### src/rtl/digit_serial_addsub.sv
// digit_serial_addsub
//   Multi-cycle two's-complement adder/subtractor. Operands are consumed
//   DIGIT bits per clock, LSB digit first, so a long add needs only a
//   DIGIT-wide carry chain. Results are registered and presented with a
//   one-cycle done pulse. Signed overflow is flagged, and the sum can
//   optionally be clamped when overflow occurs.
//
// Parameters
//   WIDTH     operand/result width (>= 2)
//   DIGIT     bits processed per clock (WIDTH must be a multiple of DIGIT)
//   SATURATE  1: clamp sum on signed overflow, 0: wrap
//
// Ports
//   clk       system clock, rising edge
//   rst_n     asynchronous active-low reset
//   start     request, sampled only while not busy
//   sub       0: x + y + cin, 1: x - y (cin ignored)
//   x, y      operands, two's complement
//   cin       carry-in, add mode only
//   busy      operation in progress
//   done      one-cycle pulse, sum/cout/overflow valid
//   sum       result (wrapped or saturated)
//   cout      raw carry out of the MSB (sub: 1 = no borrow)
//   overflow  signed overflow (carry into MSB xor carry out of MSB)
//
// state | meaning
// IDLE  | waiting for start
// RUN   | one digit slice added per clock
// DONE  | result valid for one cycle, new start accepted here

module digit_serial_addsub #(
    parameter int WIDTH    = 13,
    parameter int DIGIT    = 1,
    parameter int SATURATE = 0
) (
    input  logic             clk,
    input  logic             rst_n,
    input  logic             start,
    input  logic             sub,
    input  logic [WIDTH-1:0] x,
    input  logic [WIDTH-1:0] y,
    input  logic             cin,
    output logic             busy,
    output logic             done,
    output logic [WIDTH-1:0] sum,
    output logic             cout,
    output logic             overflow
);

    localparam int N  = WIDTH / DIGIT;
    localparam int CW = (N > 1) ? $clog2(N) : 1;

    generate
        if ((WIDTH % DIGIT) != 0 || WIDTH < 2 || DIGIT < 1) begin : g_param_check
            $error("digit_serial_addsub: WIDTH must be >= 2 and a multiple of DIGIT");
        end
    endgenerate

    typedef enum logic [1:0] {IDLE, RUN, DONE} state_t;

    state_t           state_q, state_d;
    logic [WIDTH-1:0] xr, yr;
    logic [WIDTH-1:0] xr_next, yr_next;
    logic             carry;
    logic             x_msb;
    logic [CW-1:0]    cnt;
    logic             last;
    logic             accept;
    logic [DIGIT-1:0] slice_sum;
    logic             slice_cout;
    logic             slice_cmsb;
    logic             ovf_next;
    logic [WIDTH-1:0] sat_val;

    assign last   = (cnt == CW'(N - 1));
    assign accept = start && (state_q != RUN);
    assign busy   = (state_q == RUN);
    assign done   = (state_q == DONE);

    // Ripple through one digit; the carry entering the top bit of the slice
    // is kept because on the final digit that top bit is the word's MSB.
    always_comb begin
        logic c;
        slice_sum  = '0;
        slice_cmsb = 1'b0;
        c          = carry;
        for (int i = 0; i < DIGIT; i++) begin
            if (i == DIGIT - 1) slice_cmsb = c;
            slice_sum[i] = xr[i] ^ yr[i] ^ c;
            c = (xr[i] & yr[i]) | (c & (xr[i] ^ yr[i]));
        end
        slice_cout = c;
    end

    // The result digits are shifted in at the top of xr as its operand digits
    // are consumed from the bottom, so after N steps xr holds the full sum.
    generate
        if (N == 1) begin : g_single
            assign xr_next = slice_sum;
            assign yr_next = yr;
        end else begin : g_multi
            assign xr_next = {slice_sum, xr[WIDTH-1:DIGIT]};
            assign yr_next = {{DIGIT{1'b0}}, yr[WIDTH-1:DIGIT]};
        end
    endgenerate

    assign ovf_next = slice_cmsb ^ slice_cout;
    // On overflow both operands share x's sign, so x's sign picks the rail.
    assign sat_val  = x_msb ? {1'b1, {(WIDTH-1){1'b0}}} : {1'b0, {(WIDTH-1){1'b1}}};

    always_ff @(posedge clk or negedge rst_n) begin
        if (!rst_n) state_q <= IDLE;
        else        state_q <= state_d;
    end

    always_comb begin
        state_d = state_q;
        case (state_q)
            IDLE:    if (start) state_d = RUN;
            RUN:     if (last)  state_d = DONE;
            DONE:    state_d = start ? RUN : IDLE;
            default: state_d = IDLE;
        endcase
    end

    always_ff @(posedge clk or negedge rst_n) begin
        if (!rst_n) begin
            xr       <= '0;
            yr       <= '0;
            carry    <= 1'b0;
            x_msb    <= 1'b0;
            cnt      <= '0;
            sum      <= '0;
            cout     <= 1'b0;
            overflow <= 1'b0;
        end else if (accept) begin
            xr    <= x;
            yr    <= sub ? ~y : y;
            carry <= sub ? 1'b1 : cin;
            x_msb <= x[WIDTH-1];
            cnt   <= '0;
        end else if (state_q == RUN) begin
            xr    <= xr_next;
            yr    <= yr_next;
            carry <= slice_cout;
            cnt   <= cnt + CW'(1);
            if (last) begin
                sum      <= ((SATURATE != 0) && ovf_next) ? sat_val : xr_next;
                cout     <= slice_cout;
                overflow <= ovf_next;
            end
        end
    end

endmodule

### config.mk
export PLATFORM = sky130hd
export DESIGN_NAME = digit_serial_addsub
export DESIGN_NICKNAME = d
export VERILOG_FILES = /design/src/rtl/digit_serial_addsub.sv
export SDC_FILE = /design/constraint.sdc
export NUM_CORES = 1
export LEC_CHECK = 0
export ABC_AREA = 1
export BUFFER_PORTS_ARGS = -buffer_cell sky130_fd_sc_hd__buf_2
export CORE_MARGIN = 10
export CORE_UTILIZATION = 40
export DETAILED_ROUTE_END_ITERATION = 8
export GPL_TIMING_DRIVEN = 0
export HOLD_SLACK_MARGIN = 0.08
export PLACE_DENSITY = 0.61
export SLEW_MARGIN = 30
export SYNTH_ARGS = -nofsm -noshare
export SYNTH_HDL_FRONTEND = slang
export SYNTH_SLANG_ARGS = --single-unit
### constraint.sdc
create_clock -name clk -period 1.8 [get_ports clk]
set_clock_uncertainty 0.15 [all_clocks]
set_input_delay 0.18 -clock clk [delete_from_list [all_inputs] [get_ports clk]]
set_output_delay 0.18 -clock clk [all_outputs]
set_load 0.02 [all_outputs]
==> results of run 1 <==
-- sequential cells by signal (all words and copies together), names as in the netlist --
name,flops
sum,13
cnt,4
carry,1
state_q,2
xr,13
cout,1
yr,13
overflow,1
-- per-stage QoR --
step / instance area, µm² / instances / setup slack [ns]
after global placement: 2680 / 421 / 0.246
final: 3090 / 457 / 0.0981
after global routing: 3090 / 457 / 0.0114
after CTS: 3090 / 457 / 0.0672
after detailed placement: 2680 / 421 / 0.230
after floorplan: 2350 / 302 / 0.420
-- cells in the mapped netlist, drive strengths merged --
cell type  count
fa             1
buf           10
nand2        130
or2            1
nand3         55
ha             2
dfrtp         48
xnor2          1
o21ai         20
nor2           6
inv           22
clkbuf         5
xor2           1
-- power by group through the flow --
stage / Clock (W) / Combinational [W] / Sequential, W
2_1_floorplan: 0 / 0.000990 / 0.00205
3_3_place_gp: 0 / 0.00169 / 0.00189
3_5_place_dp: 0 / 0.00173 / 0.00190
4_1_cts: 0.000873 / 0.00179 / 0.00188
5_1_grt: 0.000911 / 0.00201 / 0.00194
6_report: 0.000857 / 0.00175 / 0.00188
-- metal layers --
metal	track usage	up-vias	routed length, µm
met5	0	-	0
met1	0.169	952	2960
li1	-	1118	-
met3	0.0341	9	255
met4	0.0440	0	98
met2	0.201	53	2600
-- worst reg2reg max path, cell delays in order (launching register included) --
cell,delay [ns]
dfrtp_1,0.40
inv_1,0.09
ha_1,0.20
nand3_4,0.14
clkbuf_2,0.23
o21ai_0,0.18
nand2_1,0.08
-- kinds of logic after synthesis --
logic type / count (synthesis)
fa+ha+maj: 3
flops: 48
xor+xnor: 2
simple gates: 192
buf+inv: 37
compound gates: 20
-- cell type report --
cell class                 instances  area [µm²]  area share
buffer                            15        85.1      0.0276
multi-input combinational        217         985       0.319
timing repair buffer              75         518       0.168
clock buffer                       7        96.3      0.0312
inverter                          22        82.6      0.0267
sequential                        48        1200       0.389
tap                               72        90.1      0.0292
clock inverter                     1        30.0     0.00972
-- how the worst min path moves through the flow --
| stage | startpoint | end | slack [ns] | cells past startpoint |
|---|---|---|---|---|
| 6_report | sub | yr[12]$_DFFE_PN0P_ | 0.08 | 3 |
| 5_1_grt | sub | yr[12]$_DFFE_PN0P_ | 0.12 | 3 |
| 4_1_cts | sub | yr[12]$_DFFE_PN0P_ | 0.09 | 3 |
| 3_5_place_dp | rst_n | sum[1]$_DFFE_PN0P_ | 0.09 | 1 |
| 3_3_place_gp | x[11] | xr[11]$_DFFE_PN0P_ | 0.24 | 3 |
| 2_1_floorplan | rst_n | carry$_DFFE_PN0P_ | -0.27 | 0 |
-- what timing repair did --
item | in CTS | in global routing
resized for setup | 0 | 1
hold endpoints to repair | 75 | 0
hold buffers | 28 | 0
endpoints found under the setup margin | 0 | 1
==> impl_metrics.tcl, run 1 <==
set metrics [dict create \
    fin_crit_ns 1.70 \
    drc 0 \
    num_rows 27 \
    synth_cell_types 20 \
    gp_congestion 0.727 \
    syn_to_final_growth_pct 31.3 \
    ir_worst_vdd_uv 550 \
    viasPerCell 4.67 \
    slew_headroom 0.590 \
    rsz0062_at_grt "no" \
    path_max_fanout 10 \
    syn_inst 302 \
    h-tree-depth 2 \
    wl_mm 5.92 \
    synth_mux_area_frac 0 \
    fin_util 0.551 \
    numCtsBuffers 5 \
    synth_largest_area_cell "dfrtp_1" \
    layout.nets 418 \
    fp.dieArea_mm2 0.00934 \
    grt_max_degree 49 \
    n_fill_cell 577 \
    grt.overflow.total 0 \
    comb_power_share 0.390 \
    synth_top_area_share 0.511 \
    end_kind "output port" \
    required_ns 1.47 \
    power.leakage_nw 1.63 \
    period_share 0.946 \
    root_buffer "clkbuf_8" \
    mostFrequentLayoutCell "nand2_1" \
    yosysWarnings 0 \
    tns_ns 0 \
    ys_ff_latch 48 \
    die_height_um 96.7 \
    cts_tree "built" \
    cts_setup_buffers 0 \
    dr.first_iter.drc_count 84 \
    port_buffers 47 \
    clkLatencyLatePin_ns 0.31 \
    seq_area_frac_synth 0.511 \
    startpoint "state_q[0]$_DFFE_PN0P_" \
    internal_power_w 0.00270 \
    maxCapViolations 0 \
    rr_worst_depth 6 \
    grt_antenna_before_repair 0 \
    crit_cells 4 \
    antenna_left 0 \
    core_area_mm2 0.00561 \
    diodes 0 \
    fmax_mhz 588 \
    synthAdderAreaFrac 0.0192 \
    switchingPower_w 0.00179 \
    clockBufferDepth 2 \
    hold_path.class "in -> reg" \
    arrival_ns 1.37 \
    yosys.area_share.simple 0.350 \
    synth_compound_area_frac 0.0426 \
    start_util 0.419 \
    r2r-end "sum[9]$_DFFE_PN0P_" \
    final_cell_mix "nand2_1, nand3_1, buf_2, dfrtp_1, dlygate4sd3_1" \
    critPathTopFamily "buffers and inverters" \
    path_buf_inv 3 \
    syn_area_mm2 0.00235 \
    worst_slew_pin_slew_ns 0.616 \
    rr_startpoint "cnt[0]$_DFFE_PN0P_" \
    power.share.clock 0.191 \
    synth_top_family_by_area "simple AND/OR/NAND/NOR gates" \
    holdWs_ns 0.0817 \
    status "completed" \
    synth_area_leaders "dfrtp_1, nand2_1, nand3_1" \
    rrSetupSlack_ns 0.22 \
    criticalPathCategory "reg -> out" \
    setup_viol 0 \
    dp_hpwl_mm 4.17 \
    hold_viol_final 0 \
    p_sw_frac 0.398 \
    crit_path_top_delay_cell "dfrtp_1" \
    path_cells "inv_1, nor2_1, clkbuf_4, buf_2" \
    clk_pin_slew_ns 0.09 \
    crit_end "busy" \
    die_w_um 96.7 \
    p_total_w 0.00449 \
    drive_above_1_share 0.195 \
    grt_pass1_vias 2200 \
    dr.pass1.iters 4 \
    finalMaxSlewViolations 0 \
    critical_path.max_stage_delay_ns 0.44 \
    startpoint_type "flip-flop" \
    pin_count 48 \
    synth-xor-area-share 0.00745 \
    p_seq_frac 0.419 \
    routedWlPerCell_um 13.0 \
    vias 2132 \
    synth_nets 336 \
    grt_pass1_wl_mm 10.4 \
    cts_sinks 48 \
    grt_usage 0.129 \
    p_per_area_mw_per_mm2 1450 \
    synth_area_per_cell_um2 7.78 \
]
(Power assumes the default switching activity.)
==> inputs of run 2 (changes only) <==
--- a/config.mk
+++ b/config.mk
@@ -8,11 +8,11 @@
 export ABC_AREA = 1
 export BUFFER_PORTS_ARGS = -buffer_cell sky130_fd_sc_hd__buf_2
 export CORE_MARGIN = 10
-export CORE_UTILIZATION = 40
+export CORE_UTILIZATION = 49
 export DETAILED_ROUTE_END_ITERATION = 8
 export GPL_TIMING_DRIVEN = 0
 export HOLD_SLACK_MARGIN = 0.08
-export PLACE_DENSITY = 0.61
+export PLACE_DENSITY = 0.72
 export SLEW_MARGIN = 30
 export SYNTH_ARGS = -nofsm -noshare
 export SYNTH_HDL_FRONTEND = slang
==> run 2 against run 1 <==
  * Design area decreased by 2.1%
  * Critical path depth fell by 1
  * Global-route usage is 2.8 points higher
  * Clock-buffer cell count fell by 1
  * Die area shrank 15%
  * Largest cell class unchanged
  * Non-clock buffer count grew 1
  * Sequential share of layout area grew 0.82 points
==> impl_metrics.tcl, run 2 (synthesized netlist as in run 1, its figures left out) <==
set metrics [dict create \
    grt_pass1_wl_mm 10.0 \
    criticalPathCategory "reg -> out" \
    hold_path.class "in -> reg" \
    p_per_area_mw_per_mm2 1410 \
    num_rows 25 \
    rr_worst_depth 6 \
    grt_antenna_before_repair 0 \
    grt_pass1_vias 2181 \
    worstHoldStart "start" \
    start_util 0.501 \
    drc 0 \
    r2r-end "sum[9]$_DFFE_PN0P_" \
    layout.nets 419 \
    ir_worst_vdd_uv 496 \
    dr.pass1.iters 4 \
    worst_slew_pin_slew_ns 0.607 \
    fmax_mhz 624 \
    top_regs "sum (13), xr (13), yr (13)" \
    clk_pin_slew_ns 0.08 \
    clockBufferDepth 2 \
    diodes 0 \
    root_buffer "clkbuf_8" \
    dr.first_iter.drc_count 104 \
    drive_above_1_share 0.192 \
    power.leakage_nw 1.61 \
    slew_headroom 0.595 \
    port_buffers 47 \
    rr_startpoint "cnt[0]$_DFFE_PN0P_" \
    antenna_left 0 \
    die_w_um 89.3 \
    required_ns 1.47 \
    vias 2187 \
    clkLatencyLatePin_ns 0.30 \
    routedWlPerCell_um 13.4 \
    grt_max_degree 49 \
    arrival_ns 1.27 \
    status "completed" \
    maxCapViolations 0 \
    numCtsBuffers 5 \
    startpoint_type "flip-flop" \
    fp.dieArea_mm2 0.00797 \
    mostFrequentLayoutCell "nand2_1" \
    gp_congestion 0.819 \
    tns_ns 0 \
    whs_endpoint "yr[10]$_DFFE_PN0P_" \
    die_height_um 89.3 \
    dp_hpwl_mm 4.06 \
    finalMaxSlewViolations 0 \
    fin_ws_ns 0.197 \
    period_share 0.890 \
    syn_to_final_growth_pct 28.6 \
    grt.overflow.total 0 \
    rrSetupSlack_ns 0.21 \
    cts_tree "built" \
    hold_depth 4 \
    fin_crit_ns 1.60 \
    path_max_fanout 10 \
    pin_count 48 \
    final_cell_mix "nand2_1, nand3_1, buf_2, dfrtp_1, dlygate4sd3_1" \
    end_kind "output port" \
    setup_viol 0 \
    pre_cts_ws_ns 0.227 \
    hold_viol_final 0 \
    h-tree-depth 2 \
    viasPerCell 4.98 \
    grt_usage 0.157 \
    rsz0062_at_grt "no" \
    core_area_mm2 0.00469 \
    p_total_w 0.00426 \
    wl_mm 5.88 \
    cts_sinks 48 \
]
-- run 2: changes by cell type in the layout (fill, tap and decap cells not counted) --
cell       previous run  this run
buf_4                 1         2
bufinv_16             1         0
clkbuf_1              4         5
clkbuf_8              7         5
clkinv_2              0         1
-- run 2: worst max-delay path: stages, from the launching register on --
cell      delay [ns]
dfrtp_1         0.40
nor2_1          0.15
clkbuf_4        0.23
buf_2           0.19
-- run 2: through the flow --
stage / hold WS [ns] / utilization / area [µm²] / cells
2_1_floorplan: -0.266 / - / 2350 / 302
3_3_place_gp: 0.245 / 0.566 / 2650 / 403
3_5_place_dp: 0.0833 / 0.566 / 2660 / 403
4_1_cts: 0.0947 / 0.642 / 3010 / 438
5_1_grt: 0.119 / 0.645 / 3020 / 439
6_report: 0.0986 / 0.645 / 3020 / 439
-- run 2: worst max-delay path by stage --
stage	startpoint	end	slack, ns	cells past startpoint
after global placement	cnt[0]$_DFFE_PN0P_	sum[11]$_DFFE_PN0P_	0.24	6
final	state_q[1]$_DFFE_PN0P_	busy	0.20	3
after CTS	state_q[0]$_DFFE_PN0P_	busy	0.09	4
after detailed placement	cnt[0]$_DFFE_PN0P_	sum[10]$_DFFE_PN0P_	0.23	6
after floorplan	cnt[0]$_DFFE_PN0P_	sum[3]$_DFFE_PN0P_	0.42	6
after global routing	cnt[0]$_DFFE_PN0P_	sum[9]$_DFFE_PN0P_	0.07	6
-- run 2: layout make-up --
type | count | area [µm²]
sequential | 48 | 1200
tap | 54 | 67.6
inverter | 22 | 82.6
clock buffer | 6 | 72.6
fill | 427 | 1670
clock inverter | 1 | 5.00
multi-input combinational | 217 | 985
timing repair buffer | 76 | 526
buffer | 15 | 85.1
-- run 2: layer usage --
| layer | share of wire | global-route usage |
|---|---|---|
| met5 | 0 | 0 |
| met1 | 0.46 | 0.194 |
| met2 | 0.47 | 0.264 |
| met4 | 0.0090 | 0.0390 |
| met3 | 0.063 | 0.0456 |
-- run 2: timing repair --
action / 4_1_cts / 5_1_grt
endpoints found under the hold margin: 75 / 0
endpoints found under the setup margin: 0 / 1
buffers inserted: 0 / 1
hold buffers: 28 / 0
resized for setup: 0 / 1
-- run 2: power by group --
part | internal (W) | switching [W]
combinational | 0.000664 | 0.00112
clock | 0.000265 | 0.000343
sequential | 0.00156 | 0.000311
==> inputs of run 3 (changes only) <==
--- a/config.mk
+++ b/config.mk
@@ -5,14 +5,13 @@
 export SDC_FILE = /design/constraint.sdc
 export NUM_CORES = 1
 export LEC_CHECK = 0
-export ABC_AREA = 1
 export BUFFER_PORTS_ARGS = -buffer_cell sky130_fd_sc_hd__buf_2
 export CORE_MARGIN = 10
 export CORE_UTILIZATION = 49
 export DETAILED_ROUTE_END_ITERATION = 8
 export GPL_TIMING_DRIVEN = 0
 export HOLD_SLACK_MARGIN = 0.08
-export PLACE_DENSITY = 0.72
+export PLACE_DENSITY = 0.73
 export SLEW_MARGIN = 30
 export SYNTH_ARGS = -nofsm -noshare
 export SYNTH_HDL_FRONTEND = slang
==> run 3 against run 2 <==
  * Cell count down 27%
  * Register-to-register slack worse by 0.17 ns
  * Clock power up 4.4%
  * Die area down 2.3%
  * Sequential cell count unchanged
  * Via count down 25%
  * Area after synthesis down 3.0%
  * Critical endpoint is now sum[4]$_DFFE_PN0P_
  * Largest cell class unchanged
==> impl_metrics.tcl, run 3 <==
set metrics [dict create \
    status "completed" \
    placed_area_mm2 0.00257 \
    fin_util 0.644 \
    async_flop_share 1.00 \
    top_layer_used "met4" \
    dp_hpwl_mm 3.49 \
    slew_headroom 0.607 \
    routedWlPerCell_um 15.5 \
    vias 1643 \
    fp.dieArea_mm2 0.00778 \
    criticalPathCategory "reg -> reg" \
    clockBufferDepth 2 \
    crit_path_top_delay_cell "dfrtp_1" \
    clk_pin_slew_ns 0.09 \
    synth_area_leaders "dfrtp_1, mux2i_1, o21ai_0" \
    path_max_fanout 8 \
    start_util 0.513 \
    ys_ff_latch 48 \
    r2r-end "sum[4]$_DFFE_PN0P_" \
    setup_viol 0 \
    n_fill_cell 365 \
    grt.overflow.total 0 \
    period_share 0.980 \
    wl_mm 4.96 \
    path_cells "inv_1, ha_1, and3_4, and2_4, clkbuf_16, mux2_4" \
    worst_slew_pin_slew_ns 0.589 \
    syn_inst 196 \
    final_cell_mix "buf_2, dfrtp_1, nand2_1, o21ai_0, mux2i_1" \
    power.leakage_nw 1.39 \
    synth_edf_count 0 \
    antenna_left 0 \
    path_buf_inv 2 \
    fin_crit_ns 1.76 \
    gp_congestion 0.771 \
    maxCapViolations 0 \
    critical_path.max_stage_delay_ns 0.40 \
    finalMaxSlewViolations 0 \
    rrSetupSlack_ns 0.04 \
    synthTopCellsByCount "dfrtp_1, nand2_1, o21ai_0" \
    port_buffers 45 \
    fmax_mhz 567 \
    startpoint "cnt[0]$_DFFE_PN0P_" \
    hold_viol_final 0 \
    cts_tree "built" \
    pin_count 48 \
    numCtsBuffers 5 \
    clkLatencyLatePin_ns 0.31 \
    startpoint_type "flip-flop" \
    syn_area_mm2 0.00228 \
    wl_met3_um 248 \
    die_w_um 88.2 \
    die_height_um 88.2 \
    synth_top_area_share 0.527 \
    multi_input_area_um2 983 \
    crit_cells 6 \
    dr_wl_met2_mm 2.36 \
    fin_area_mm2 0.00286 \
    drive_above_1_share 0.322 \
    drc 0 \
    wl_met1_mm 2.27 \
    cts_sinks 48 \
    p_total_w 0.00427 \
    core_area_mm2 0.00444 \
    synth_largest_area_cell "dfrtp_1" \
    rr_startpoint "cnt[0]$_DFFE_PN0P_" \
    arrival_ns 1.81 \
    synth_area_per_cell_um2 11.6 \
    grt_max_degree 49 \
    layout.nets 300 \
    p_per_area_mw_per_mm2 1490 \
    end_kind "flip-flop" \
    hold_path.class "in -> reg" \
    rr_worst_depth 6 \
    grt_usage 0.131 \
    synthMostInstantiatedCell "dfrtp_1" \
    synthFlopType "dfrtp_1" \
    yosysWarnings 0 \
    place_inst 293 \
    dr.first_iter.drc_count 114 \
    required_ns 1.84 \
    dr.pass1.iters 4 \
    final_cells 319 \
    h-tree-depth 2 \
    seq_area_frac_synth 0.527 \
    synth_nets 230 \
    grt_pass1_wl_mm 8.02 \
    ir_worst_vdd_uv 755 \
    critPathTopFamily "simple AND/OR/NAND/NOR gates" \
    grt_antenna_before_repair 0 \
    seqCellArea_mm2 0.00120 \
    grt_pass1_vias 1686 \
    synth_cell_types 27 \
    top_regs "sum (13), xr (13), yr (13)" \
    root_buffer "clkbuf_8" \
    crit_end "sum[4]$_DFFE_PN0P_" \
    viasPerCell 5.15 \
    diodes 0 \
    mostFrequentLayoutCell "buf_2" \
    syn_to_final_growth_pct 25.5 \
    num_rows 24 \
]
-- run 3: layout make-up --
type                       instances  area share
clock inverter                     3     0.00656
tap                               52      0.0227
inverter                           4     0.00525
clock buffer                       5      0.0241
buffer                            12      0.0262
sequential                        48       0.420
multi-input combinational        130       0.344
timing repair buffer              65       0.151
-- run 3: cells by family (layout without fill, tap and decap cells) --
group / Yosys count / in the layout / synth area share
AOI/OAI and AO/OA: 35 / 35 / 0.0807
buffers and inverters: 18 / 89 / 0.0417
xor gates and xnor gates: 15 / 15 / 0.0576
adders and majority gates: 3 / 3 / 0.0198
and+or+nand+nor: 36 / 36 / 0.0719
muxes: 41 / 41 / 0.201
DFF: 48 / 48 / 0.527
-- run 3: timing repair --
| item | CTS | global route |
|---|---|---|
| hold endpoints to repair | 62 | 0 |
| setup endpoints to repair | 9 | 8 |
| pin swaps | 0 | 0 |
| hold buffers | 15 | 0 |
| buffers inserted | 2 | 2 |
| gates cloned | 0 | 1 |
| resized for setup | 3 | 1 |
-- run 3: worst reg2reg max path: stages (launching register included) --
cell,delay [ns]
dfrtp_1,0.40
inv_1,0.06
ha_1,0.14
and3_4,0.20
and2_4,0.24
clkbuf_16,0.18
mux2_4,0.29
-- run 3: how the worst min path moves through the flow --
stage / from / to / slack [ns] / cells after the start
after floorplan: rst_n / carry$_DFFE_PN0P_ / -0.27 / 0
after global placement: rst_n / cnt[0]$_DFFE_PN0P_ / 0.28 / 1
after detailed placement: rst_n / cnt[3]$_DFFE_PN0P_ / 0.08 / 1
after CTS: y[4] / yr[4]$_DFFE_PN0P_ / 0.09 / 4
after global routing: y[4] / yr[4]$_DFFE_PN0P_ / 0.10 / 4
final: y[3] / yr[3]$_DFFE_PN0P_ / 0.10 / 4
-- run 3: power by group --
part	switching (W)	internal, W	total [W]
combinational	0.000963	0.000786	0.00175
sequential	0.000314	0.00157	0.00188
clock	0.000363	0.000271	0.000634
total	0.00164	0.00263	0.00427
-- run 3: stage by stage --
step / setup slack (ns) / hold WS (ns) / TNS, ns
after detailed placement: -0.0456 / 0.0829 / -0.342
after global routing: -0.00284 / 0.104 / -0.00284
final: 0.0368 / 0.100 / 0
after global placement: -0.0353 / 0.280 / -0.231
after floorplan: 0.0583 / -0.266 / 0
after CTS: 0.00782 / 0.0898 / 0
-- run 3: layer usage --
metal,global-route usage,vias up
met4,0.0485,0
met2,0.207,34
li1,-,807
met1,0.164,795
met3,0.0414,7
met5,0,-
